File: config.mk
export PLATFORM = sky130hd
export DESIGN_NAME = keypad_scanner_flat
export DESIGN_NICKNAME = d
export VERILOG_FILES = /design/src/rtl/keypad_pkg.sv /design/src/rtl/keypad_scanner_if.sv /design/src/rtl/keypad_debounce.sv /design/src/rtl/keypad_scanner.sv /design/src/flat_wrapper.sv
export SDC_FILE = /design/constraint.sdc
export NUM_CORES = 1
export LEC_CHECK = 0
export CORE_AREA = 2 2 70 99
export DETAILED_ROUTE_END_ITERATION = 10
export DIE_AREA = 0 0 72 101
export HOLD_SLACK_MARGIN = 0.05
export PLACE_DENSITY = 0.58
export SLEW_MARGIN = 25
export SYNTH_ARGS = -nofsm -noshare
export SYNTH_HDL_FRONTEND = slang
export SYNTH_SLANG_ARGS = --single-unit
File: constraint.sdc
create_clock -name clk -period 3.6 [get_ports clk]
set_clock_uncertainty 0.05 [all_clocks]
set_input_delay 0.72 -clock clk [delete_from_list [all_inputs] [get_ports clk]]
set_output_delay 0.72 -clock clk [all_outputs]
set_load 0.02 [all_outputs]
File: src/rtl/keypad_pkg.sv
// Shared types and constants for the 4x4 keypad scanner: debounce states,
// per-scan result kinds, column drive patterns and the key map.
package keypad_pkg;

  typedef enum logic {
    ST_IDLE    = 1'b0,
    ST_PRESSED = 1'b1
  } db_state_e;

  typedef enum logic [1:0] {
    SCAN_NONE   = 2'd0,
    SCAN_SINGLE = 2'd1,
    SCAN_MULTI  = 2'd2
  } scan_kind_e;

  // Column index 0 drives the MSB low.
  localparam logic [0:3][3:0] COL_PAT = {4'b0111, 4'b1011, 4'b1101, 4'b1110};

  // Indexed by {row, col}; row/col index 0 is the MSB line of each bus.
  localparam logic [0:15][3:0] KEY_MAP = {
    4'h1, 4'h2, 4'h3, 4'hA,
    4'h4, 4'h5, 4'h6, 4'hB,
    4'h7, 4'h8, 4'h9, 4'hC,
    4'h0, 4'hF, 4'hE, 4'hD
  };

endpackage

File: src/rtl/keypad_scanner_if.sv
// Keypad pins and decoded key outputs grouped as one bundle.
interface keypad_scanner_if;
  logic [3:0] row;
  logic [3:0] col;
  logic [3:0] key_code;
  logic       key_valid;
  logic       key_held;

  // Keypad / host side: drives rows, observes everything else.
  modport master (
    output row,
    input  col, key_code, key_valid, key_held
  );

  // Scanner side.
  modport slave (
    input  row,
    output col, key_code, key_valid, key_held
  );
endinterface

File: src/rtl/keypad_debounce.sv
// Scan-level debounce: turns one result per full scan into accepted key
// events. A change is accepted only after DEBOUNCE_SCANS agreeing scans.
//
//   state      | meaning
//   -----------+-------------------------------------------------------
//   ST_IDLE    | no key accepted; counting identical SINGLE scans
//   ST_PRESSED | key_code accepted and held; counting NONE (release)
//              | or a different SINGLE (rollover)
module keypad_debounce
  import keypad_pkg::*;
#(
  parameter int DEBOUNCE_SCANS = 4
) (
  input  logic       clk,
  input  logic       rst_n,
  input  logic       scan_done_i,
  input  scan_kind_e scan_kind_i,
  input  logic [3:0] scan_code_i,
  output logic [3:0] key_code_o,
  output logic       key_valid_o,
  output logic       key_held_o
);

  localparam int              NW     = $clog2(DEBOUNCE_SCANS + 1);
  localparam logic [NW-1:0]   CNT_TC = NW'(DEBOUNCE_SCANS);

  db_state_e   state_q, state_d;
  logic [NW-1:0] cnt_q, cnt_d;
  scan_kind_e  cand_kind_q, cand_kind_d;
  logic [3:0]  cand_code_q, cand_code_d;
  logic [3:0]  code_q, code_d;
  logic        valid_q, valid_d;
  logic        held_q, held_d;

  logic          same;
  logic [NW-1:0] cnt_step;

  // State and output registers.
  always_ff @(posedge clk or negedge rst_n) begin
    if (!rst_n) begin
      state_q     <= ST_IDLE;
      cnt_q       <= '0;
      cand_kind_q <= SCAN_NONE;
      cand_code_q <= '0;
      code_q      <= '0;
      valid_q     <= 1'b0;
      held_q      <= 1'b0;
    end else begin
      state_q     <= state_d;
      cnt_q       <= cnt_d;
      cand_kind_q <= cand_kind_d;
      cand_code_q <= cand_code_d;
      code_q      <= code_d;
      valid_q     <= valid_d;
      held_q      <= held_d;
    end
  end

  // Next-state: a non-zero count always means the previous scan matched the candidate.
  always_comb begin
    state_d     = state_q;
    cnt_d       = cnt_q;
    cand_kind_d = cand_kind_q;
    cand_code_d = cand_code_q;
    code_d      = code_q;
    valid_d     = 1'b0;
    held_d      = held_q;

    same = (cnt_q != '0) && (cand_kind_q == scan_kind_i) &&
           ((scan_kind_i == SCAN_NONE) || (cand_code_q == scan_code_i));
    if (!same)
      cnt_step = NW'(1);
    else if (cnt_q == CNT_TC)
      cnt_step = cnt_q;
    else
      cnt_step = cnt_q + 1'b1;

    if (scan_done_i) begin
      case (state_q)
        ST_IDLE: begin
          if (scan_kind_i == SCAN_SINGLE) begin
            cnt_d       = cnt_step;
            cand_kind_d = SCAN_SINGLE;
            cand_code_d = scan_code_i;
            if (cnt_step == CNT_TC) begin
              code_d  = scan_code_i;
              valid_d = 1'b1;
              held_d  = 1'b1;
              state_d = ST_PRESSED;
              cnt_d   = '0;
            end
          end else begin
            cnt_d = '0;
          end
        end
        default: begin
          case (scan_kind_i)
            SCAN_NONE: begin
              cnt_d       = cnt_step;
              cand_kind_d = SCAN_NONE;
              if (cnt_step == CNT_TC) begin
                held_d  = 1'b0;
                state_d = ST_IDLE;
                cnt_d   = '0;
              end
            end
            SCAN_SINGLE: begin
              if (scan_code_i == code_q) begin
                cnt_d = '0;
              end else begin
                cnt_d       = cnt_step;
                cand_kind_d = SCAN_SINGLE;
                cand_code_d = scan_code_i;
                if (cnt_step == CNT_TC) begin
                  code_d  = scan_code_i;
                  valid_d = 1'b1;
                  cnt_d   = '0;
                end
              end
            end
            default: cnt_d = '0;
          endcase
        end
      endcase
    end
  end

  assign key_code_o  = code_q;
  assign key_valid_o = valid_q;
  assign key_held_o  = held_q;

endmodule

File: src/rtl/keypad_scanner.sv
// 4x4 keypad scanner: row synchronizer, column sequencer and per-scan row
// decode feeding the scan-level debounce.
module keypad_scanner
  import keypad_pkg::*;
#(
  parameter int SCAN_CYCLES    = 100000,
  parameter int DEBOUNCE_SCANS = 4
) (
  input  logic       clk,
  input  logic       RST_BTN,
  keypad_scanner_if.slave kif
);

  localparam int            CW       = (SCAN_CYCLES > 1) ? $clog2(SCAN_CYCLES) : 1;
  localparam logic [CW-1:0] CYC_LOAD = CW'(SCAN_CYCLES - 1);

  logic [3:0]    row_meta_q, row_sync_q;
  logic [CW-1:0] cyc_q, cyc_d;
  logic [1:0]    col_q, col_d;
  scan_kind_e    acc_kind_q, acc_kind_d;
  logic [3:0]    acc_code_q, acc_code_d;

  logic          col_end;
  logic          scan_done;
  scan_kind_e    col_kind, base_kind, res_kind;
  logic [3:0]    col_code, res_code;

  // Two-flop row synchronizer; resets to all-released.
  always_ff @(posedge clk or negedge RST_BTN) begin
    if (!RST_BTN) begin
      row_meta_q <= '1;
      row_sync_q <= '1;
    end else begin
      row_meta_q <= kif.row;
      row_sync_q <= row_meta_q;
    end
  end

  // Column dwell down-counter, column index and partial-scan accumulator.
  always_ff @(posedge clk or negedge RST_BTN) begin
    if (!RST_BTN) begin
      cyc_q      <= CYC_LOAD;
      col_q      <= '0;
      acc_kind_q <= SCAN_NONE;
      acc_code_q <= '0;
    end else begin
      cyc_q      <= cyc_d;
      col_q      <= col_d;
      acc_kind_q <= acc_kind_d;
      acc_code_q <= acc_code_d;
    end
  end

  // Decode the current column's rows and fold them into this scan's result.
  always_comb begin
    col_kind = SCAN_NONE;
    col_code = '0;
    for (int r = 0; r < 4; r++) begin
      if (!row_sync_q[3-r]) begin
        if (col_kind == SCAN_NONE) begin
          col_kind = SCAN_SINGLE;
          col_code = KEY_MAP[{2'(r), col_q}];
        end else begin
          col_kind = SCAN_MULTI;
        end
      end
    end

    // Column 0 starts a fresh scan, so stale accumulator content is ignored.
    base_kind = (col_q == 2'd0) ? SCAN_NONE : acc_kind_q;
    if (base_kind == SCAN_NONE) begin
      res_kind = col_kind;
      res_code = col_code;
    end else if (col_kind == SCAN_NONE) begin
      res_kind = base_kind;
      res_code = acc_code_q;
    end else begin
      res_kind = SCAN_MULTI;
      res_code = acc_code_q;
    end
  end

  // Sequencer: rows are sampled on the terminal-count clock of each column.
  always_comb begin
    cyc_d      = cyc_q - 1'b1;
    col_d      = col_q;
    acc_kind_d = acc_kind_q;
    acc_code_d = acc_code_q;
    col_end    = (cyc_q == '0);
    scan_done  = col_end && (col_q == 2'd3);
    if (col_end) begin
      cyc_d      = CYC_LOAD;
      col_d      = col_q + 1'b1;
      acc_kind_d = res_kind;
      acc_code_d = res_code;
    end
  end

  assign kif.col = COL_PAT[col_q];

  keypad_debounce #(
    .DEBOUNCE_SCANS (DEBOUNCE_SCANS)
  ) u_debounce (
    .clk         (clk),
    .rst_n       (RST_BTN),
    .scan_done_i (scan_done),
    .scan_kind_i (res_kind),
    .scan_code_i (res_code),
    .key_code_o  (kif.key_code),
    .key_valid_o (kif.key_valid),
    .key_held_o  (kif.key_held)
  );

endmodule

File: src/flat_wrapper.sv
// flat-port wrapper written by rule: the top's interface ports become plain ports
module keypad_scanner_flat import keypad_pkg::*;
#(
  parameter int SCAN_CYCLES    = 100000,
  parameter int DEBOUNCE_SCANS = 4
)
  (clk, RST_BTN, kif_row, kif_col, kif_key_code, kif_key_valid, kif_key_held);
  keypad_scanner_if kif_i ();
  input  logic clk;
  input  logic RST_BTN;
  input wire logic [$bits(kif_i.row)-1:0] kif_row;
  output wire logic [$bits(kif_i.col)-1:0] kif_col;
  output wire logic [$bits(kif_i.key_code)-1:0] kif_key_code;
  output wire logic [$bits(kif_i.key_valid)-1:0] kif_key_valid;
  output wire logic [$bits(kif_i.key_held)-1:0] kif_key_held;
  assign kif_i.row = kif_row;
  assign kif_col = kif_i.col;
  assign kif_key_code = kif_i.key_code;
  assign kif_key_valid = kif_i.key_valid;
  assign kif_key_held = kif_i.key_held;
  keypad_scanner #(.SCAN_CYCLES(SCAN_CYCLES), .DEBOUNCE_SCANS(DEBOUNCE_SCANS)) u_core (.clk(clk), .RST_BTN(RST_BTN), .kif(kif_i));
endmodule
==> results of run 1 <==
## kinds of logic (layout without fill, tap and decap cells)
group,count (synthesis),count (layout),share of synthesized area (%)
buffers and inverters,25,43,3.530
muxes,10,10,4.379
adders and majority gates,11,11,4.915
and+or+nand+nor,103,103,21.94
DFF,48,48,43.70
AOI/OAI and AO/OA,61,61,15.60
xor gates and xnor gates,19,19,5.943
## Yosys cell counts, types with 3 or more instances
| cell | n |
|---|---|
| a21oi_1 | 10 |
| clkbuf_1 | 6 |
| dfrtp_1 | 30 |
| dfstp_2 | 18 |
| ha_1 | 11 |
| inv_1 | 17 |
| mux2_1 | 5 |
| mux2_4 | 3 |
| nand2_1 | 29 |
| nand2b_1 | 7 |
| nand3_1 | 8 |
| nor2_1 | 19 |
| nor3_1 | 5 |
| nor4_1 | 6 |
| o21ai_0 | 15 |
| o21bai_1 | 3 |
| or3_1 | 4 |
| xnor2_1 | 13 |
| xor2_1 | 6 |
## per-layer routing
layer | part of all wire, % | vias up | wire length [µm] | track usage [%]
li1 | - | 1023 | - | -
met2 | 54 | 38 | 3243 | 32.98
met4 | 2.7 | 0 | 161 | 7.837
met5 | 0 | - | 0 | 0
met3 | 2.5 | 10 | 148 | 2.900
met1 | 41 | 1016 | 2477 | 21.34
## power by group through the flow
stage | Sequential [W] | Combinational [W] | Clock [W]
3_3_place_gp | 0.000562 | 0.0000478 | 0
2_1_floorplan | 0.000561 | 0.0000276 | 0
3_5_place_dp | 0.000563 | 0.0000481 | 0
4_1_cts | 0.000553 | 0.0000484 | 0.000371
6_report | 0.000553 | 0.0000481 | 0.000360
5_1_grt | 0.000554 | 0.0000546 | 0.000389
## layout make-up
cell class,instances,area share [%]
repair buffers,18,5.345
well taps,74,2.952
flip-flops and latches,48,39.01
clock buffers,6,2.633
multi-input cells,204,47.47
clock inverters,2,0.5584
inverters,17,2.034
## worst max path at each step
| stage | cells past startpoint | endpoint | slack [ns] | from |
|---|---|---|---|---|
| after global routing | 10 | u_core.u_debounce.cnt_q[1] | 0.03 | u_core.row_sync_q[2] |
| after detailed placement | 9 | u_core.u_debounce.key_code_o[0] | 0.14 | u_core.row_sync_q[2] |
| final | 9 | u_core.u_debounce.key_code_o[0] | 0.18 | u_core.row_sync_q[2] |
| after floorplan | 9 | u_core.u_debounce.key_code_o[1] | 0.41 | u_core.row_sync_q[2] |
| after global placement | 9 | u_core.u_debounce.key_code_o[0] | 0.22 | u_core.row_sync_q[2] |
| after CTS | 9 | u_core.u_debounce.key_code_o[0] | 0.10 | u_core.row_sync_q[2] |
## worst max-delay path: stages, from the launching register on
cell and delay [ns]:
dfstp_2 0.59, inv_1 0.06, ha_1 0.38, or4b_4 0.61, a311oi_4 0.30, o31ai_2 0.15, xor2_1 0.20, nor4b_4 0.41
nand3b_4 0.25, mux2_4 0.31
## flip-flops by register name (all words and copies together), names as in the netlist
signal,flops
u_core.cyc_q,17
u_core.acc_code_q,4
u_core.row_meta_q,4
u_core.row_sync_q,4
u_core.u_debounce.cand_code_q,4
u_core.u_debounce.key_code_o,4
u_core.u_debounce.cnt_q,3
u_core.acc_kind_q,2
u_core.col_q,2
u_core.u_debounce.cand_kind_q,1
u_core.u_debounce.key_held_o,1
u_core.u_debounce.key_valid_o,1
u_core.u_debounce.state_q,1
## what timing repair did
action	CTS	global route
resized for setup	0	1
buffers inserted	0	0
setup endpoints to repair	0	5
## metrics by stage
step	hold WS (ns)	worst slack (ns)	power, W	area [µm²]	utilization (%)
finish	0.3100	0.1823	0.0009609	3137	48.73
floorplan	0.2952	0.4130	0.0005881	2800	-
global route	0.3144	0.02784	0.0009975	3137	48.73
global placement	0.2956	0.2207	0.0006102	3025	47.00
detailed placement	0.2975	0.1375	0.0006106	3025	47.00
CTS	0.3114	0.1033	0.0009722	3126	48.55
==> flow_summary.yaml, run 1 <==
status:
  status: "finished, final reports clean"
detailed_routing:
  routed_wl_um: 6031
  drt_iter0_markers: 78
  viasPerCell: 5.656
  ant_nets: 0
  vias: 2087
  drc_errors: 0
  wl_per_cell_um: 16.34
  drtPass1Iterations: 4
clock_tree:
  cts-root-buf: "clkbuf_8"
  cts_buffers: 5
  cts_tree: "done"
  cts_buffer_depth: 2
  htreeDepth: 2
  hold_buffers: 0
  clk_pin_slew_ns: 0.10
  cts.sink_count: 48
  clk_latency_ns: 0.31
timing:
  worstMarginPinSlew_ns: 0.7442
  rsz0062_at_grt: "false"
  hold_viol_final: 0
  fmax_ghz: 0.2926
  min_period_ns: 3.418
  setup_tns_ns: 0
  finalCritPeriodShare_pct: 94.94
  max_slew_margin_pct: 50.12
  finalMaxSlewViolations: 0
  setup_viol: 0
yosys:
  syn_nets: 294
  synth.avg_cell_area_um2: 10.11
  synth_area_leaders: "dfrtp_1, dfstp_2, ha_1"
  synth_seq_cells: 48
  seq_area_frac_synth_pct: 43.70
  post-synth-top-area-fraction_pct: 26.81
  yosysTopAreaCell: "dfrtp_1"
  ys.flop_type: "dfrtp_1"
  synth_edf_count: 0
  yosys_warnings: 0
  syn-instance-count: 277
  syn_area_um2: 2800
  ys_types: 69
  synthArstFlopShare_pct: 100.0
finish:
  instances_no_fill: 369
  final_common_cell: "dfrtp_1"
  fillers: 625
  mostFrequentLayoutCells: "dfrtp_1, nand2_1, nor2_1"
  area_growth_pct: 12.02
  diodes: 0
  final_nets: 311
  layout-drive-gt1-share_pct: 17.97
  multi_input_comb_area_um2: 1489
  seqCellArea_um2: 1224
placed_design:
  port_buffers: 15
  place.gp.congestion: 0.7931
  place_hpwl_um: 4621
  dp.cells: 361
floorplan:
  die-height_um: 101
  dieArea_um2: 7272
  core_um2: 6437
  num_io_pins: 16
  start_util_pct: 43.50
  die_x_um: 72
  rows: 35
global_routing:
  grt_pass1_wl_um: 10360
  grt.total_usage_pct: 18.37
  antenna_found_initial: 0
  overflow: 0
  grt_pass1_vias: 2121
  grt_max_degree: 33
worst_setup_path:
  arrival_ns: 3.57
  worstPathRequired_ns: 3.75
  start_kind: "flop"
  ff2ff_path_depth: 9
  end_kind: "flop"
  crit_type: "flop to flop"
  rrSetupSlack_ns: 0.18
  rr_endpoint: "u_core.u_debounce.key_code_o[0]"
  critPathMaxFanout: 7
  rr_startpoint: "u_core.row_sync_q[2]"
power_and_ir_drop:
  total_leakage_power_nw: 1.348
  p_seq_share_pct: 57.5
  ir_worst_vdd_uv: 192.2
  p_per_area_nw_per_um2: 306.3
  netSwitchingFraction_pct: 24.23
  p_comb_share_pct: 5.0
  power_switching_w: 0.0002328
  clkPwrFrac_pct: 37.4
  p_int_w: 0.0007281
worst_hold_path:
  min_to: "u_core.row_sync_q[1]"
  whs_path_depth: 0
  hp-start: "u_core.row_meta_q[1]"
  min-delay-path-class: "flop to flop"
job:
  cap_violations: 0
Note: power is estimated with default switching activity, not from simulation.
==> run 2, diff against run 1 <==
- ABC_CLOCK_PERIOD_IN_PS: unset -> 3600
- CORE_AREA: 2 2 70 99 -> 2 2 87 80
- DIE_AREA: 0 0 72 101 -> 0 0 89 82
- GPL_TIMING_DRIVEN: unset -> 0
==> run 2 against run 1 <==
Against the previous run:
- first-iteration DRC count shrank 18%
- total power grew 4.3%
- die area increased by 0.36%
- via count is 1.9% lower
- critical path type unchanged
- largest cell class unchanged
- highest routed layer unchanged
==> flow_summary.yaml, run 2 (same netlist as run 1, synthesis figures left out) <==
floorplan:
  die_x_um: 89
  start_util_pct: 43.44
  num_io_pins: 16
  die-height_um: 82
  rows: 28
  core_um2: 6446
  dieArea_um2: 7298
worst_hold_path:
  min-delay-path-class: "flop to flop"
clock_tree:
  cts_tree: "done"
  cts_buffers: 5
  htreeDepth: 2
  cts-root-buf: "clkbuf_8"
  clk_pin_slew_ns: 0.09
  cts_buffer_depth: 2
  cts_setup_buffers: 0
  clk_latency_ns: 0.30
  cts.sink_count: 48
power_and_ir_drop:
  ir_worst_vdd_uv: 167.5
  p_per_area_nw_per_um2: 314.4
  total_leakage_power_nw: 1.350
timing:
  fmax_ghz: 0.2911
  hold_viol_final: 0
  min_period_ns: 3.436
  finalCritPeriodShare_pct: 95.44
  rsz0062_at_grt: "false"
  finalMaxSlewViolations: 0
  setup_tns_ns: 0
  setup_viol: 0
  worstMarginPinSlew_ns: 0.6103
  max_slew_margin_pct: 59.31
detailed_routing:
  viasPerCell: 5.249
  drtPass1Iterations: 4
  drc_errors: 0
  vias: 2047
  drt_iter0_markers: 64
  wl_per_cell_um: 13.94
  routed_wl_um: 5437
  ant_nets: 0
finish:
  final_nets: 316
  largest_reg_flops: 17
  mostFrequentLayoutCells: "dfrtp_1, nand2_1, nor2_1"
  final_common_cell: "dfrtp_1"
  regMostFlops: "u_core.cyc_q"
  diodes: 0
  instances_no_fill: 390
  area_growth_pct: 13.81
  layout-drive-gt1-share_pct: 17.33
worst_setup_path:
  crit_family: "simple AND/OR/NAND/NOR gates"
  path_cells: "inv_1 > ha_1 > or4b_4 > a311oi_4 > o31ai_2 > xor2_1 > nor4b_4 > nand3b_4 > mux2_4"
  worst-path-buf-inv: 1
  crit_slowest_cell: "or4b_4"
  max_stage_delay_ns: 0.62
  crit_type: "flop to flop"
  start_kind: "flop"
  critPathMaxFanout: 6
  end_kind: "flop"
  arrival_ns: 3.58
  worstPathRequired_ns: 3.75
placed_design:
  place.gp.congestion: 0.8065
  dp.cells: 382
  place_hpwl_um: 3936
  port_buffers: 15
global_routing:
  antenna_found_initial: 0
  grt_max_degree: 49
  grt_pass1_vias: 1920
  grt_pass1_wl_um: 9390
  overflow: 0
  grt.total_usage_pct: 16.71
job:
  cap_violations: 0
status:
  status: "finished, final reports clean"
## run 2: cell types whose count changed in the layout (fill, tap and decap cells not counted)
| cell | before | now |
|---|---|---|
| clkbuf_1 | 0 | 6 |
| buf_4 | 3 | 2 |
| bufinv_16 | 0 | 1 |
| clkbuf_8 | 6 | 5 |
| clkinvlp_4 | 0 | 1 |
| inv_6 | 2 | 1 |
## run 2: path summary, 6_finish.rpt
path / end / start / depth (start not counted) / slack, ns
max: u_core.u_debounce.key_code_o[2] / u_core.row_sync_q[3] / 9 / 0.16
min in group asynchronous: u_core.u_debounce.state_q / RST_BTN / 1 / 0.37
max reg2reg: u_core.u_debounce.key_code_o[2] / u_core.row_sync_q[3] / 9 / 0.16
max in group asynchronous: u_core.acc_code_q[0] / RST_BTN / 1 / 2.72
min reg2reg: u_core.row_sync_q[2] / u_core.row_meta_q[2] / 0 / 0.31
min: u_core.row_sync_q[2] / u_core.row_meta_q[2] / 0 / 0.31
## run 2: repair_timing
item                       in CTS  in global routing
resized for setup               0                  1
hold buffers                    0                  0
setup endpoints to repair       0                  8
## run 2: layout make-up
cell class | count | area (µm²)
multi-input combinational | 204 | 1489
fill | 609 | 3259
timing repair buffer | 15 | 147.6
clock buffer | 5 | 68.82
buffer | 8 | 35.03
clock inverter | 3 | 46.29
tap | 90 | 112.6
inverter | 17 | 63.81
sequential | 48 | 1224
## run 2: layer usage
metal / vias up / GRT usage [%] / part of all wire (%)
met2: 19 / 26.19 / 46
met3: 9 / 3.216 / 2.1
met5: - / 0 / 0
li1: 1040 / - / -
met1: 979 / 23.37 / 50
met4: 0 / 5.224 / 1.7
## run 2: metrics by stage
step           utilization [%]  total power [W]  hold slack [ns]  setup slack [ns]  area (µm²)
5_1_grt                  49.44         0.001049           0.3177          0.001609        3187
3_5_place_dp             47.48        0.0006105           0.2973            0.1262        3060
6_report                 49.44         0.001002           0.3092            0.1642        3187
2_1_floorplan                -        0.0005881           0.2952            0.4130        2800
3_3_place_gp             47.52        0.0006098           0.2959            0.1321        3063
4_1_cts                  49.26         0.001019           0.3113           0.09591        3176
## run 2: report_power, final
part	switching [W]	total [W]	internal (W)	leakage [nW]
clock	0.000192	0.000402	0.000209	0.0548
combinational	0.0000293	0.0000487	0.0000195	0.713
sequential	0.00000397	0.000552	0.000548	0.582
==> run 3, diff against run 2 <==
- CELL_PAD_IN_SITES_DETAIL_PLACEMENT: unset -> 0
- CELL_PAD_IN_SITES_GLOBAL_PLACEMENT: unset -> 1
- CORE_AREA: 2 2 87 80 -> 2 2 102 94
- DIE_AREA: 0 0 89 82 -> 0 0 104 96
- PLACE_DENSITY: 0.58 -> 0.53
==> run 3 against run 2 <==
Against the previous run:
- routed wire length rose by 16%
- clock power rose by 20%
- non-clock buffer count rose by 2
- sequential power barely moved
- sequential cell count did not move
- sequential share of layout area fell by 1.2 points
- total power rose by 8.2%
- critical path type unchanged
==> flow_summary.yaml, run 3 (same netlist as run 1, synthesis figures left out) <==
timing:
  finalCritPeriodShare_pct: 95.59
  max_slew_margin_pct: 58.71
  worstMarginPinSlew_ns: 0.6152
  rsz0062_at_grt: "false"
  fin_ws_ns: 0.1588
  finalMaxSlewViolations: 0
  setup_tns_ns: 0
  fmax_ghz: 0.2906
  min_period_ns: 3.441
  hold_viol_final: 0
  setup_viol: 0
floorplan:
  die_x_um: 104
  num_io_pins: 16
  rows: 33
  dieArea_um2: 9984
  die-height_um: 96
  core_um2: 8919
  start_util_pct: 31.40
global_routing:
  met2_usage_pct: 21.27
  grt.total_usage_pct: 13.34
  antenna_found_initial: 0
  grt_pass1_wl_um: 10520
  top_usage_layer: "met2"
  overflow: 0
  grt_pass1_vias: 2025
  use_met1_pct: 18.52
  use_met3_pct: 2.370
  grt_max_degree: 49
job:
  cap_violations: 0
power_and_ir_drop:
  ir_worst_vdd_uv: 139.8
  p_int_w: 0.0008472
  p_per_area_nw_per_um2: 330.0
  fin_total_pwr_w: 0.001084
  p_comb_share_pct: 4.6
  power_switching_w: 0.0002371
  clkPwrFrac_pct: 44.5
  p_seq_share_pct: 50.9
  total_leakage_power_nw: 1.381
  netSwitchingFraction_pct: 21.87
placed_design:
  placed_area_um2: 3100
  port_buffers: 15
  dpl_worst_slack_ns: 0.07708
  place_hpwl_um: 4493
  place.gp.congestion: 0.7851
finish:
  diodes: 0
  final_common_cell: "dfrtp_1"
  final_nets: 318
  layout-drive-gt1-share_pct: 18.54
  area_growth_pct: 17.34
  mostFrequentLayoutCells: "dfrtp_1, nand2_1, nor2_1"
  fin_area_um2: 3286
  regMostFlops: "u_core.cyc_q"
  final_util_pct: 36.84
  largest_reg_flops: 17
detailed_routing:
  ant_nets: 0
  vias: 2039
  viasPerCell: 4.809
  routed_wl_um: 6322
  drtPass1Iterations: 4
  drc_errors: 0
  wl_per_cell_um: 14.91
  drt_iter0_markers: 70
clock_tree:
  clk_pin_slew_ns: 0.10
  htreeDepth: 2
  cts-root-buf: "clkbuf_8"
  cts.sink_count: 48
  clk_latency_ns: 0.31
  cts_buffers: 5
  cts_buffer_depth: 2
  cts_tree: "done"
  hold_buffers: 0
worst_setup_path:
  crit_type: "flop to flop"
  max_stage_delay_ns: 0.62
  path_cells: "inv_1 > ha_1 > or4b_4 > o311ai_1 > mux2_1 > a31oi_1 > nor4_4 > o21a_2 > nand3b_4 > mux2_4"
  rrSetupSlack_ns: 0.16
  arrival_ns: 3.58
  critPathMaxFanout: 7
  end_kind: "flop"
  crit_slowest_cell: "or4b_4"
  worstPathRequired_ns: 3.74
  start_kind: "flop"
status:
  status: "finished, final reports clean"
worst_hold_path:
  min-delay-path-class: "flop to flop"
-- run 3: changes by cell type in the layout (fill, tap and decap cells not counted) --
| cell | change |
|---|---|
| clkbuf_1 | -1 |
| nor3_4 | +1 |
| a211oi_4 | +1 |
| nor3_2 | -1 |
| buf_4 | +3 |
| a211oi_2 | -1 |
| a21oi_1 | -1 |
| a21oi_2 | +1 |
| bufinv_16 | +1 |
| clkinvlp_4 | -1 |
-- run 3: per-stage QoR --
| stage | cells | hold slack, ns |
|---|---|---|
| finish | 424 | 0.3098 |
| global route | 424 | 0.3192 |
| CTS | 422 | 0.3115 |
| global placement | 414 | 0.2952 |
| floorplan | 277 | 0.2952 |
| detailed placement | 414 | 0.2970 |
-- run 3: area by class of cell --
type / count / area [µm²]
Fill cell: 930 / 5633
Multi-Input combinational cell: 204 / 1506
Sequential cell: 48 / 1224
Timing Repair Buffer: 18 / 170.2
Tap cell: 122 / 152.6
Clock buffer: 5 / 68.82
Clock inverter: 3 / 68.82
Inverter: 17 / 63.81
Buffer: 7 / 31.28
-- run 3: power groups by stage --
| stage | clock (W) | sequential (W) | combinational (W) |
|---|---|---|---|
| 3_3_place_gp | 0 | 0.000562 | 0.0000506 |
| 6_report | 0.000482 | 0.000552 | 0.0000500 |
| 2_1_floorplan | 0 | 0.000561 | 0.0000276 |
| 5_1_grt | 0.000520 | 0.000553 | 0.0000560 |
| 4_1_cts | 0.000499 | 0.000552 | 0.0000504 |
| 3_5_place_dp | 0 | 0.000562 | 0.0000502 |
-- run 3: worst max-delay path: cells and delay by family, from the launching register on --
family	cells	cell delay, ns
buffers and inverters	1	0.06
multiplexers	2	0.69
AND/OR/NAND/NOR	3	0.84
adder cells (fa/ha/maj)	1	0.38
flip-flops	1	0.61
AO/OA/AOI/OAI	3	0.70
-- run 3: timing repair --
| action | in CTS | in global routing |
|---|---|---|
| resized for setup | 0 | 4 |
| setup buffers | 0 | 3 |
| endpoints found under the setup margin | 0 | 9 |
-- run 3: final timing paths --
kind,start,endpoint,cells after the start
worst min register to register,u_core.row_meta_q[0],u_core.row_sync_q[0],0
max in group asynchronous,RST_BTN,u_core.cyc_q[14],1
worst min-delay path,u_core.row_meta_q[0],u_core.row_sync_q[0],0
worst max register to register,u_core.row_sync_q[2],u_core.u_debounce.key_code_o[0],10
worst max-delay path,u_core.row_sync_q[2],u_core.u_debounce.key_code_o[0],10
min in group asynchronous,RST_BTN,u_core.u_debounce.key_valid_o,1
-- run 3: per-layer routing --
layer  up-vias  part of all wire [%]
li1       1038                     -
met1       972                    52
met2        18                    44
met3        11                   1.9
met4         0                   2.1
met5         -                     0
